`src/rtl/timer_counter.sv`:
```
// Microwave mm:ss digit-entry register and 1 Hz BCD countdown.
// Digits shift on the loadn falling edge; done pulses for one cycle after reaching 00:00.
`timescale 1ns/1ps
module timer_counter (
  input  logic       clk,
  input  logic       reset,
  input  logic [3:0] data,
  input  logic       loadn,
  input  logic       tick,
  input  logic       start,
  input  logic       stop,
  output logic [3:0] min_tens,
  output logic [3:0] min_ones,
  output logic [3:0] sec_tens,
  output logic [3:0] sec_ones,
  output logic       zero,
  output logic       running,
  output logic       done,
  output logic [1:0] state
);

  typedef enum logic [1:0] {
    S_IDLE  = 2'd0,
    S_ENTRY = 2'd1,
    S_RUN   = 2'd2,
    S_PAUSE = 2'd3
  } state_t;

  state_t     r_state, w_state_nxt;
  logic [3:0] r_mt, r_mo, r_st, r_so;
  logic [3:0] w_mt_nxt, w_mo_nxt, w_st_nxt, w_so_nxt;
  logic [3:0] w_dec_mt, w_dec_mo, w_dec_st, w_dec_so;
  logic       r_loadn_q;
  logic       r_done, w_done_nxt;
  logic       w_accept, w_shift, w_zero, w_dec_zero;

  assign w_accept   = ~loadn & r_loadn_q;
  assign w_shift    = w_accept & (data <= 4'd9);
  assign w_zero     = (r_mt == 4'd0) && (r_mo == 4'd0) && (r_st == 4'd0) && (r_so == 4'd0);
  assign w_dec_zero = (w_dec_mt == 4'd0) && (w_dec_mo == 4'd0) &&
                      (w_dec_st == 4'd0) && (w_dec_so == 4'd0);

  // BCD borrow chain; seconds wrap to 59 regardless of the entered tens value.
  always_comb begin
    w_dec_mt = r_mt;
    w_dec_mo = r_mo;
    w_dec_st = r_st;
    w_dec_so = r_so - 4'd1;
    if (r_so == 4'd0) begin
      w_dec_so = 4'd9;
      if (r_st != 4'd0) begin
        w_dec_st = r_st - 4'd1;
      end else begin
        w_dec_st = 4'd5;
        if (r_mo != 4'd0) begin
          w_dec_mo = r_mo - 4'd1;
        end else begin
          w_dec_mo = 4'd9;
          w_dec_mt = r_mt - 4'd1;
        end
      end
    end
  end

  always_comb begin
    w_state_nxt = r_state;
    w_mt_nxt    = r_mt;
    w_mo_nxt    = r_mo;
    w_st_nxt    = r_st;
    w_so_nxt    = r_so;
    w_done_nxt  = 1'b0;
    case (r_state)
      S_IDLE, S_ENTRY: begin
        if (stop) begin
          if (r_state == S_ENTRY) begin
            w_state_nxt = S_IDLE;
            w_mt_nxt    = 4'd0;
            w_mo_nxt    = 4'd0;
            w_st_nxt    = 4'd0;
            w_so_nxt    = 4'd0;
          end
        end else if (start && !w_zero) begin
          w_state_nxt = S_RUN;
        end else if (w_shift) begin
          w_state_nxt = S_ENTRY;
          w_mt_nxt    = r_mo;
          w_mo_nxt    = r_st;
          w_st_nxt    = r_so;
          w_so_nxt    = data;
        end
      end
      S_RUN: begin
        if (stop) begin
          w_state_nxt = S_PAUSE;
        end else if (tick) begin
          w_mt_nxt = w_dec_mt;
          w_mo_nxt = w_dec_mo;
          w_st_nxt = w_dec_st;
          w_so_nxt = w_dec_so;
          if (w_dec_zero) begin
            w_state_nxt = S_IDLE;
            w_done_nxt  = 1'b1;
          end
        end
      end
      S_PAUSE: begin
        if (stop) begin
          w_state_nxt = S_IDLE;
          w_mt_nxt    = 4'd0;
          w_mo_nxt    = 4'd0;
          w_st_nxt    = 4'd0;
          w_so_nxt    = 4'd0;
        end else if (start && !w_zero) begin
          w_state_nxt = S_RUN;
        end
      end
      default: w_state_nxt = S_IDLE;
    endcase
  end

  always_ff @(posedge clk or posedge reset) begin
    if (reset) begin
      r_state   <= S_IDLE;
      r_mt      <= 4'd0;
      r_mo      <= 4'd0;
      r_st      <= 4'd0;
      r_so      <= 4'd0;
      r_loadn_q <= 1'b1;
      r_done    <= 1'b0;
    end else begin
      r_state   <= w_state_nxt;
      r_mt      <= w_mt_nxt;
      r_mo      <= w_mo_nxt;
      r_st      <= w_st_nxt;
      r_so      <= w_so_nxt;
      r_loadn_q <= loadn;
      r_done    <= w_done_nxt;
    end
  end

  assign min_tens = r_mt;
  assign min_ones = r_mo;
  assign sec_tens = r_st;
  assign sec_ones = r_so;
  assign zero     = w_zero;
  assign running  = (r_state == S_RUN);
  assign done     = r_done;
  assign state    = r_state;

endmodule

```
`config.mk`:
```
export PLATFORM = sky130hd
export DESIGN_NAME = timer_counter
export DESIGN_NICKNAME = d
export VERILOG_FILES = /design/src/rtl/timer_counter.sv
export SDC_FILE = /design/constraint.sdc
export NUM_CORES = 1
export LEC_CHECK = 0
export CORE_UTILIZATION = 51
export CTS_BUF_LIST = sky130_fd_sc_hd__clkbuf_2 sky130_fd_sc_hd__clkbuf_4 sky130_fd_sc_hd__clkbuf_8
export DETAILED_ROUTE_END_ITERATION = 10
export GPL_ROUTABILITY_DRIVEN = 0
export PLACE_DENSITY = 0.81
export SETUP_SLACK_MARGIN = 0.2
export SLEW_MARGIN = 20
export SYNTH_ARGS = -nofsm -noshare
export SYNTH_HDL_FRONTEND = slang
export SYNTH_SLANG_ARGS = --single-unit
```
`constraint.sdc`:
```
create_clock -name clk -period 2.8 [get_ports clk]
set_input_delay 0.28 -clock clk [delete_from_list [all_inputs] [get_ports clk]]
set_output_delay 0.28 -clock clk [all_outputs]
set_load 0.01 [all_outputs]
```
# == After elaboration in Yosys (flattened, before gate mapping) ==
# Cells that the tools add are included.
# op_classes
add_sub_neg,4
n_lt_le_gt_ge,1
eq_ne,13
muxes,49
bitwise,3
reduce_logical,22
# ops
operator,count
two-way mux 4 bit,31
one-hot mux 4 bit (3 select lines),4
zero test 4 bit,8
two-way mux 2 bit,9
"subtractor 4 x 1 -> 4 bit, second input constant",4
"!= test 3 bit, second input constant",5
nonzero test 4 bit,2
logical AND 1 bit,7
"!= test 2 bit, second input constant",3
one-hot mux 2 bit (3 select lines),1
AND reduction 6 bit,1
AND reduction 5 bit,1
"== test 2 bit, second input constant",2
"less-or-equal comparator 4 bit, second input constant",1
two-way mux 1 bit,4
"!= test 4 bit, second input constant",1
"!= test 3 x 2 -> 1 bit, second input constant",1
AND 1 bit,2
"== test 2 x 1 -> 1 bit, second input constant",1
zero test 2 bit,1
OR reduction 2 bit,1
zero test 1 bit,1
inverter 1 bit,1
# totals
ff_bits,20
inputBits,10
out_inout_bits,21
elab_cells,99

# == Depth between registers and ports, before layout ==
# Gate-level depths: netlist of the first run.
# logic_depth
word_depth,12
depth_mapped,8
depth_no_buf,6

# == Worst setup path after synthesis of the first run ==
# OpenSTA, ideal clock, no wires.
# synth_path
path_type,register to output
startpoint,register r_st[3] (netlist: sec_tens[3])
endpoint,output zero
t_arrival_ns,1.957
required_time_ns,2.520
setup_slack_ns,0.563
stages_incl_launch_ff,4
n_path_buf,0
path_cell_list,dfrtp_1 or4_4 or4_1 nor4_1
# synth_via
elab_chain_len,3
# synth_rtl
element,line_no,source
from (decl),30,"logic [3:0] r_mt, r_mo, r_st, r_so;"
from (signal assigned),134,r_st <= w_st_nxt;
zero test 4 bit,39,assign w_zero = (r_mt == 4'd0) && (r_mo == 4'd0) && (r_st == 4'd0) && (r_so == 4'd0);
logical AND 1 bit (2 in series),39,
to (decl),16,"output logic zero,"
# No other way between the ends.

# == Final worst setup path of the first run ==
# Ends and elaborated chain as after synthesis.

==> key figures, run 1 <==
Run status
  – Outcome: completed

Place
  – DP HPWL: between 2000 and 3000 µm
  – Port buffer count: 30

Layout
  – Final core occ: between 70% and 80%
  – Number of nets in the layout: between 150 and 200
  – Fillers: about 180
  – Register area: about 500 µm²
  – ANT cells: 0
  – Area Growth Syn to Fin: 30.9%
  – Layout cell share with drive strength beyond 1: 13.6%
  – Multi-input logic area: 758 µm²

Timing
  – Layout Skew: 0.00544 ns
  – Finish-stage setup viols: 0
  – Worst-margin pin slew: about 0.78 ns
  – Minimum clock period: ~2.5 ns
  – Final hold vios: 0
  – Slew margin rel.: 48.0%
  – Slew Limit Fails: 0
  – WHS: approximately 0.4 ns
  – Fmax: 404 MHz
  – Crit share post-route: between 80% and 90%
  – Setup TNS: 0 ns
  – RSZ-0062 raised after global routing: no

Clocking
  – Worst skew pair latency: between 0.3 and 0.4 ns
  – Clock sinks: 20
  – CTS tree: built
  – Worst-path clk slew: between 0.1 and 0.15 ns
  – Hold bufs inserted after CTS: 0
  – CTS buffer count: 3
  – CTS H-tree lvls: 1
  – Root buffer cell: clkbuf_4
  – CTS Buffer Depth: 2

Critical path
  – Critical path class: reg -> out
  – WP data required: 2.52 ns
  – CP endpoint kind: primary output
  – Type of origin of the critical path: flop
  – Crit-path slowest cell: or4_4
  – Crit path largest cell delay: slightly below 0.6 ns
  – CP Data Arrival Time: roughly 2.2 ns
  – Critical path's top delay family: simple AND/OR/NAND/NOR gates
  – Crit path max fanout: 4
  – Number of buffer and inverter stages on the critical path: 1
  – CP Cell Sequence: or4_4, or4_1, nor4_1, clkbuf_2

Synthesis
  – Async SR Flop Fraction: between 90% and 100%
  – Main synth FF type: dfrtp_1
  – Synth Register Bits: 20
  – Most numerous cell in the Yosys netlist: dfrtp_1
  – Post-synthesis sequential area ratio: a little under two fifths
  – Syn Inst Count: 149
  – Synthesized area per cell: 8.88 µm²
  – Biggest area consumer among synthesized cells: dfrtp_1
  – Yosys Warn Count: 0
  – EDFF count, synth: 0
  – Post-synth top area share: a little over a third
  – Mapped Area: 1320 µm²
  – Dominant cells by area after synthesis: dfrtp_1 (36%), a21oi_1 (4.5%), o21ai_0 (4.2%)
  – Post-synth top cells: dfrtp_1 (19), nand2_1 (14), a21oi_1 (12), nor2_1 (11), o21ai_0 (11)
  – Syn_nets: 160
  – Synth cell types: 45

Floorplanning
  – Total die area: about 2800 µm²
  – Core Area: about 2500 µm²
  – Die width: approximately 53 µm
  – Die height: 52.9 µm
  – Site row count: 18
  – Initial core utilization: a little over half
  – Ports: 31

Route
  – DRC viols: 0
  – Routed length per instance: around 18 µm
  – DRT iter0 DRCs: slightly below 90
  – Final wirelength: ~3800 µm
  – Vias: between 1k and 1.5k
  – ANT nets after route: 0
  – Routed vias/inst: around 6.4
  – Router iterations before antenna repair: 4

Global route
  – First-pass GRT wire length: 6200 µm
  – Antenna violations before repair: 0
  – GRT Util Overall: roughly 30%
  – Pin count of the biggest net entering global routing: 21
  – Vias in the first global route: between 1k and 1.5k
  – Overflow after GRT: 0

Power
  – VDD IR max: roughly 0.72 mV
  – P per Cell Area: between 1000 and 1500 nW/µm²
  – Pwr Total: approximately 1.9 mW
  – Leakage power total: ~0.68 nW

Min path
  – Hold Crit Class: in -> async

Flow run
  – Max-Cap Viols: 0
[power breakdown]
| part | internal, mW | switching [mW] | leakage, nW |
|---|---|---|---|
| Sequential | 0.391 | 0.171 | 0.254 |
| Clock | 0.145 | 0.101 | 0.0279 |
| Combinational | 0.515 | 0.555 | 0.402 |
[sequential cells by signal, indices dropped and copies added (netlist names)]
register / flops
done: 1
sec_tens: 4
state: 2
sec_ones: 4
min_tens: 4
r_loadn_q: 1
min_ones: 4
[cell families after synthesis]
logic type / count (synthesis) / synth area share, %
flops: 20 / 37.9
simple gates: 58 / 26.4
mux: 2 / 1.61
compound gates: 55 / 28.4
buf+inv: 13 / 4.73
fa+ha+maj: 1 / 0.946
[metrics by stage]
step	setup WS, ns	instances	cell area, µm²
2_1_floorplan	0.563	149	1320
3_3_place_gp	0.300	210	1680
3_5_place_dp	0.277	210	1680
4_1_cts	0.207	214	1740
5_1_grt	0.263	214	1730
6_report	0.322	214	1730
[layout make-up]
class	instances	share of cell area, %
Clock inverter	1	1.73
Sequential cell	20	29.0
Multi-Input combinational cell	116	43.8
Clock buffer	3	1.30
Inverter	5	1.08
Timing Repair Buffer	39	21.0
Tap cell	30	2.17
[per-layer routing]
| layer | up-vias | part of all wire [%] | global-route usage [%] |
|---|---|---|---|
| met5 | - | 0 | 0 |
| li1 | 643 | - | - |
| met1 | 648 | 44 | 42.5 |
| met3 | 8 | 6.9 | 5.75 |
| met2 | 72 | 48 | 47.5 |
| met4 | 0 | 1.5 | 9.21 |
[layout by cell type, fill, tap and decap left out, types with 3 or more instances in the layout]
master,n
clkdlybuf4s50_1,29
dfrtp_1,19
nand2_1,14
a21oi_1,12
o21ai_0,11
nor2_1,11
nor3_1,10
buf_4,9
o22ai_1,7
inv_1,5
a22o_1,5
o2bb2ai_1,5
nor4_1,3
a2bb2oi_1,3
or4_1,3
clkbuf_4,3
[final timing paths]
check / startpoint / slack [ns] / endpoint / depth (start not counted)
worst max-delay path: sec_tens[3] / 0.32 / zero / 4
worst min-delay path: reset / 0.40 / min_tens[2] / 2
worst max register to register: sec_tens[3] / 0.51 / sec_tens[3] / 7
worst min register to register: min_tens[1] / 0.58 / min_tens[1] / 1
max in group asynchronous: reset / 1.92 / min_tens[3] / 2
min in group clk: loadn / 0.41 / r_loadn_q / 1
[worst reg2reg max path, cell delays in order, from the launching register on]
cell	delay, ns
dfrtp_1	0.40
buf_4	0.16
nor4_1	0.47
nand4_2	0.22
nor4_4	0.35
buf_4	0.26
o22ai_1	0.10
a32o_1	0.22
[what timing repair did]
| item | in CTS | in global routing |
|---|---|---|
| setup buffers | 0 | 0 |
| gates resized for setup | 1 | 3 |
| hold endpoints to repair | 0 | 0 |
| endpoints found under the setup margin | 1 | 1 |
No activity file was read; power rests on OpenSTA's default activity.
==> inputs of run 2 (changes only) <==
CORE_MARGIN = 2   (was default)
CORE_UTILIZATION = 25   (was 51)
PLACE_DENSITY = default   (was 0.81)
==> key figures, run 2 (same netlist as run 1, synthesis figures left out) <==
Power
  – Clk pwr share: between 15 and 20%
  – Flop pwr share: roughly 30%
  – Int Power: around 1.1 mW
  – Switching share of power: between 40% and 50%
  – Net Sw Power: ~0.83 mW
  – Combinational power share: 54.5%
  – VDD IR max: ~0.25 mV
  – Leakage power total: roughly 0.70 nW
  – P per Cell Area: ~1100 nW/µm²

Critical path
  – Type of origin of the critical path: flop
  – CP Data Arrival Time: about 2.2 ns
  – WP data required: 2.52 ns
  – Critical path class: reg -> out
  – CP endpoint kind: primary output
  – R2r setup slk: roughly 0.66 ns
  – R2r worst-path depth: 7
  – Crit path max fanout: 4

Route
  – DRC viols: 0
  – Met1 WL: 1840 µm
  – ANT nets after route: 0
  – Routed length per instance: about 16 µm
  – Vias: ~1.3k
  – Routed vias/inst: 5.21
  – Max layer used: met4
  – Router iterations before antenna repair: 4
  – Final wirelength: 3970 µm
  – DRT iter0 DRCs: around 160
  – Met2 WL: ~1800 µm
  – Met3 wire length: between 200 and 250 µm

Layout
  – Most frequent cells in the layout: clkdlybuf4s50_1 (29), dfrtp_1 (18), nand2_1 (14)
  – Final core occ: approximately 35%
  – ANT cells: 0
  – Commonest non-fill, non-tap cell in the layout: clkdlybuf4s50_1
  – Number of nets in the layout: 197
  – Layout cell share with drive strength beyond 1: around 15%
  – Area Growth Syn to Fin: 36.8%

Place
  – Port buffer count: 30
  – DP HPWL: 2800 µm

Timing
  – Setup TNS: 0 ns
  – Slew Limit Fails: 0
  – Finish-stage setup viols: 0
  – RSZ-0062 raised after global routing: no
  – Slew margin rel.: 46.0%
  – Minimum clock period: roughly 2.5 ns
  – Fmax: about 400 MHz
  – Layout Skew: 0.00213 ns
  – Worst-margin pin slew: 0.809 ns
  – Crit share post-route: about 90%
  – Final hold vios: 0

Global route
  – Vias in the first global route: approximately 1.3k
  – Pin count of the biggest net entering global routing: 21
  – Overflow after GRT: 0
  – Antenna violations before repair: 0
  – First-pass GRT wire length: just under 7000 µm
  – GRT Util Overall: between 10 and 15%

Clocking
  – CTS tree: built
  – CTS buffer count: 3
  – Clock sinks: 20
  – CTS Buffer Depth: 2
  – CTS H-tree lvls: 1
  – Setup Buffers After CTS: 0
  – Worst skew pair latency: between 0.2 and 0.3 ns
  – Worst-path clk slew: roughly 0.08 ns
  – Hold bufs inserted after CTS: 0
  – Root buffer cell: clkbuf_8

Floorplanning
  – Site row count: 26
  – Ports: 31
  – Initial core utilization: 25.9%
  – Total die area: between 5000 and 6000 µm²
  – Core Area: about 5100 µm²
  – Die height: between 70 and 80 µm
  – Die width: approximately 77 µm

Flow run
  – Max-Cap Viols: 0

Run status
  – Outcome: completed

Min path
  – Hold Crit Class: in -> reg
  – Hold path cells: 1
## run 2: changes by cell type in the layout (fill, tap and decap cells not counted), sizes merged
cell,delta
buf,+1
## run 2: worst paths after layout
kind	start	endpoint
max	sec_tens[3]	zero
min	loadn	r_loadn_q
max reg2reg	sec_tens[3]	min_tens[1]
min reg2reg	min_tens[2]	min_tens[2]
max in group asynchronous	reset	min_ones[0]
min in group asynchronous	reset	done
## run 2: area by class of cell
| type | count | area, µm² |
|---|---|---|
| Clock inverter | 1 | 30.0 |
| Clock buffer | 3 | 41.3 |
| Tap cell | 70 | 87.6 |
| Inverter | 5 | 18.8 |
| Sequential cell | 20 | 503 |
| Fill cell | 535 | 3300 |
| Timing Repair Buffer | 40 | 370 |
| Multi-Input combinational cell | 116 | 758 |
## run 2: repair_timing
action / 4_1_cts / 5_1_grt
pin swaps: 0 / 0
gates resized for setup: 1 / 4
endpoints found under the setup margin: 1 / 1
## run 2: worst max-delay path, stage by stage (launching register included)
cell	delay, ns
dfrtp_1	0.39
or4_4	0.58
or4_1	0.48
nor4_1	0.27
clkbuf_2	0.18
## run 2: power by group through the flow
| stage | sequential [mW] | combinational [mW] | clock (mW) |
|---|---|---|---|
| after floorplan | 0.585 | 0.589 | 0 |
| after global placement | 0.573 | 1.04 | 0 |
| after detailed placement | 0.576 | 1.04 | 0 |
| after CTS | 0.572 | 1.05 | 0.310 |
| after global routing | 0.605 | 1.16 | 0.321 |
| final | 0.574 | 1.05 | 0.301 |
## run 2: per-stage QoR
step                instances  hold WS, ns  instance area, µm²  worst slack, ns  total power, mW
global route              255        0.437                1810            0.251             2.09
global placement          251        0.548                1740            0.270             1.62
CTS                       255        0.439                1810            0.229             1.93
floorplan                 149        0.243                1320            0.563             1.17
finish                    255        0.441                1810            0.346             1.92
detailed placement        251        0.544                1740            0.250             1.62
## run 2: per-layer routing
| metal | vias to the layer above | track usage, % |
|---|---|---|
| met5 | - | 0 |
| met3 | 5 | 3.06 |
| li1 | 649 | - |
| met4 | 0 | 6.00 |
| met2 | 43 | 22.5 |
| met1 | 631 | 20.1 |
==> inputs of run 3 (changes only) <==
CORE_MARGIN = 10   (was 2)
PLACE_DENSITY = 0.45   (was default)
==> key figures, run 3 (same netlist as run 1, synthesis figures left out) <==
Clocking
  – CTS tree: built
  – Worst skew pair latency: between 0.2 and 0.3 ns
  – Hold bufs inserted after CTS: 0
  – CTS H-tree lvls: 1
  – Clock sinks: 20
  – Worst-path clk slew: ~0.080 ns
  – Setup Buffers After CTS: 0
  – Root buffer cell: clkbuf_8
  – CTS buffer count: 3
  – CTS Buffer Depth: 2

Critical path
  – CP Data Arrival Time: about 2.3 ns
  – Type of origin of the critical path: flop
  – CP endpoint kind: primary output
  – WP data required: 2.52 ns
  – Critical path class: reg -> out
  – Crit path max fanout: 4

Power
  – Leakage power total: 0.698 nW
  – Pwr Total: between 1.5 and 2 mW
  – P per Cell Area: 1050 nW/µm²
  – VDD IR max: 0.430 mV

Timing
  – Crit share post-route: between 90% and 100%
  – WHS: between 0.4 and 0.5 ns
  – Fmax: roughly 400 MHz
  – Final hold vios: 0
  – Finish-stage setup viols: 0
  – Slew Limit Fails: 0
  – Slew margin rel.: between 40% and 50%
  – Layout Skew: between 0.002 and 0.003 ns
  – Minimum clock period: between 2 and 3 ns
  – Worst-margin pin slew: 0.806 ns
  – Setup TNS: 0 ns
  – RSZ-0062 raised after global routing: no

Min path
  – Hold Crit Class: in -> reg

Layout
  – Commonest non-fill, non-tap cell in the layout: clkdlybuf4s50_1
  – Fillers: around 560
  – ANT cells: 0
  – Layout cell share with drive strength beyond 1: approximately 14%
  – Layout Cells excl Fill: 256
  – Area Growth Syn to Fin: 36.3%
  – Most frequent cells in the layout: clkdlybuf4s50_1 (29), dfrtp_1 (19), nand2_1 (14)
  – Number of nets in the layout: 198

Place
  – Placed cell count: ~250
  – DP HPWL: 3320 µm
  – Port buffer count: 30

Floorplanning
  – Site row count: 26
  – Die width: slightly above 90 µm
  – Core Area: slightly above 5000 µm²
  – Die height: roughly 93 µm
  – Initial core utilization: between 20 and 30%
  – Total die area: roughly 8600 µm²
  – Ports: 31

Route
  – Routed length per instance: 17.3 µm
  – Routed vias/inst: about 5.2
  – Router iterations before antenna repair: 4
  – DRC viols: 0
  – ANT nets after route: 0
  – Final wirelength: 4430 µm
  – DRT iter0 DRCs: between 100 and 150
  – Vias: between 1k and 1.5k

Global route
  – Antenna violations before repair: 0
  – Pin count of the biggest net entering global routing: 21
  – Vias in the first global route: roughly 1.4k
  – Overflow after GRT: 0
  – GRT Util Overall: between 10% and 20%
  – First-pass GRT wire length: 7130 µm

Run status
  – Outcome: completed

Flow run
  – Max-Cap Viols: 0
run 3: changes by cell type in the layout (fill, tap and decap cells not counted):
cell | previous run | this run
dfrtp_2 | 1 | 0
buf_4 | 10 | 11
dfrtp_1 | 18 | 19
bufinv_16 | 1 | 0
dlygate4sd2_1 | 0 | 1
clkbuf_8 | 3 | 4
clkbuf_2 | 1 | 0
run 3: layout make-up:
| type | count | area, µm² | share of cell area [%] |
|---|---|---|---|
| repair buffers | 41 | 382 | 21.2 |
| multi-input cells | 116 | 758 | 42.1 |
| inverters | 5 | 18.8 | 1.04 |
| well taps | 70 | 87.6 | 4.86 |
| flip-flops and latches | 20 | 502 | 27.8 |
| clock buffers | 4 | 55.1 | 3.05 |
run 3: power by group:
part	leakage (nW)	switching [mW]	total, mW	internal, mW
logic	0.416	0.573	1.10	0.529
registers	0.254	0.169	0.560	0.391
clock network	0.0288	0.103	0.228	0.125
total	0.698	0.844	1.89	1.05
run 3: repair_timing:
| item | in CTS | in global routing |
|---|---|---|
| resized for setup | 1 | 0 |
| setup endpoints to repair | 1 | 0 |
| endpoints found under the hold margin | 0 | 0 |
run 3: worst max-delay path, cell delays in order (launching register included):
cell,delay [ns]
dfrtp_1,0.38
or4_4,0.58
or4_1,0.48
nor4_1,0.25
dlygate4sd2_1,0.31
run 3: final timing paths:
path	cells after the start	to	slack, ns	from
worst max-delay path	4	zero	0.27	sec_tens[3]
worst min-delay path	1	r_loadn_q	0.46	loadn
worst max register to register	7	sec_tens[3]	0.66	sec_tens[3]
worst min register to register	1	min_tens[2]	0.55	min_tens[2]
max in group asynchronous	2	min_ones[2]	1.83	reset
min in group asynchronous	2	min_tens[2]	0.47	reset
run 3: routing by layer:
metal | wire [µm] | vias up | part of all wire, % | GRT usage (%)
met2 | 2140 | 40 | 48 | 17.3
met3 | 286 | 2 | 6.5 | 1.86
met1 | 1960 | 654 | 44 | 12.7
met4 | 44 | 0 | 0.99 | 3.47
li1 | - | 646 | - | -
met5 | 0 | - | 0 | 0
run 3: through the flow:
stage	instance area, µm²	util (%)	setup WS [ns]
detailed placement	1750	34.2	0.253
global route	1800	35.3	0.221
CTS	1800	35.3	0.259
global placement	1750	34.2	0.267
finish	1800	35.3	0.272
floorplan	1320	-	0.563
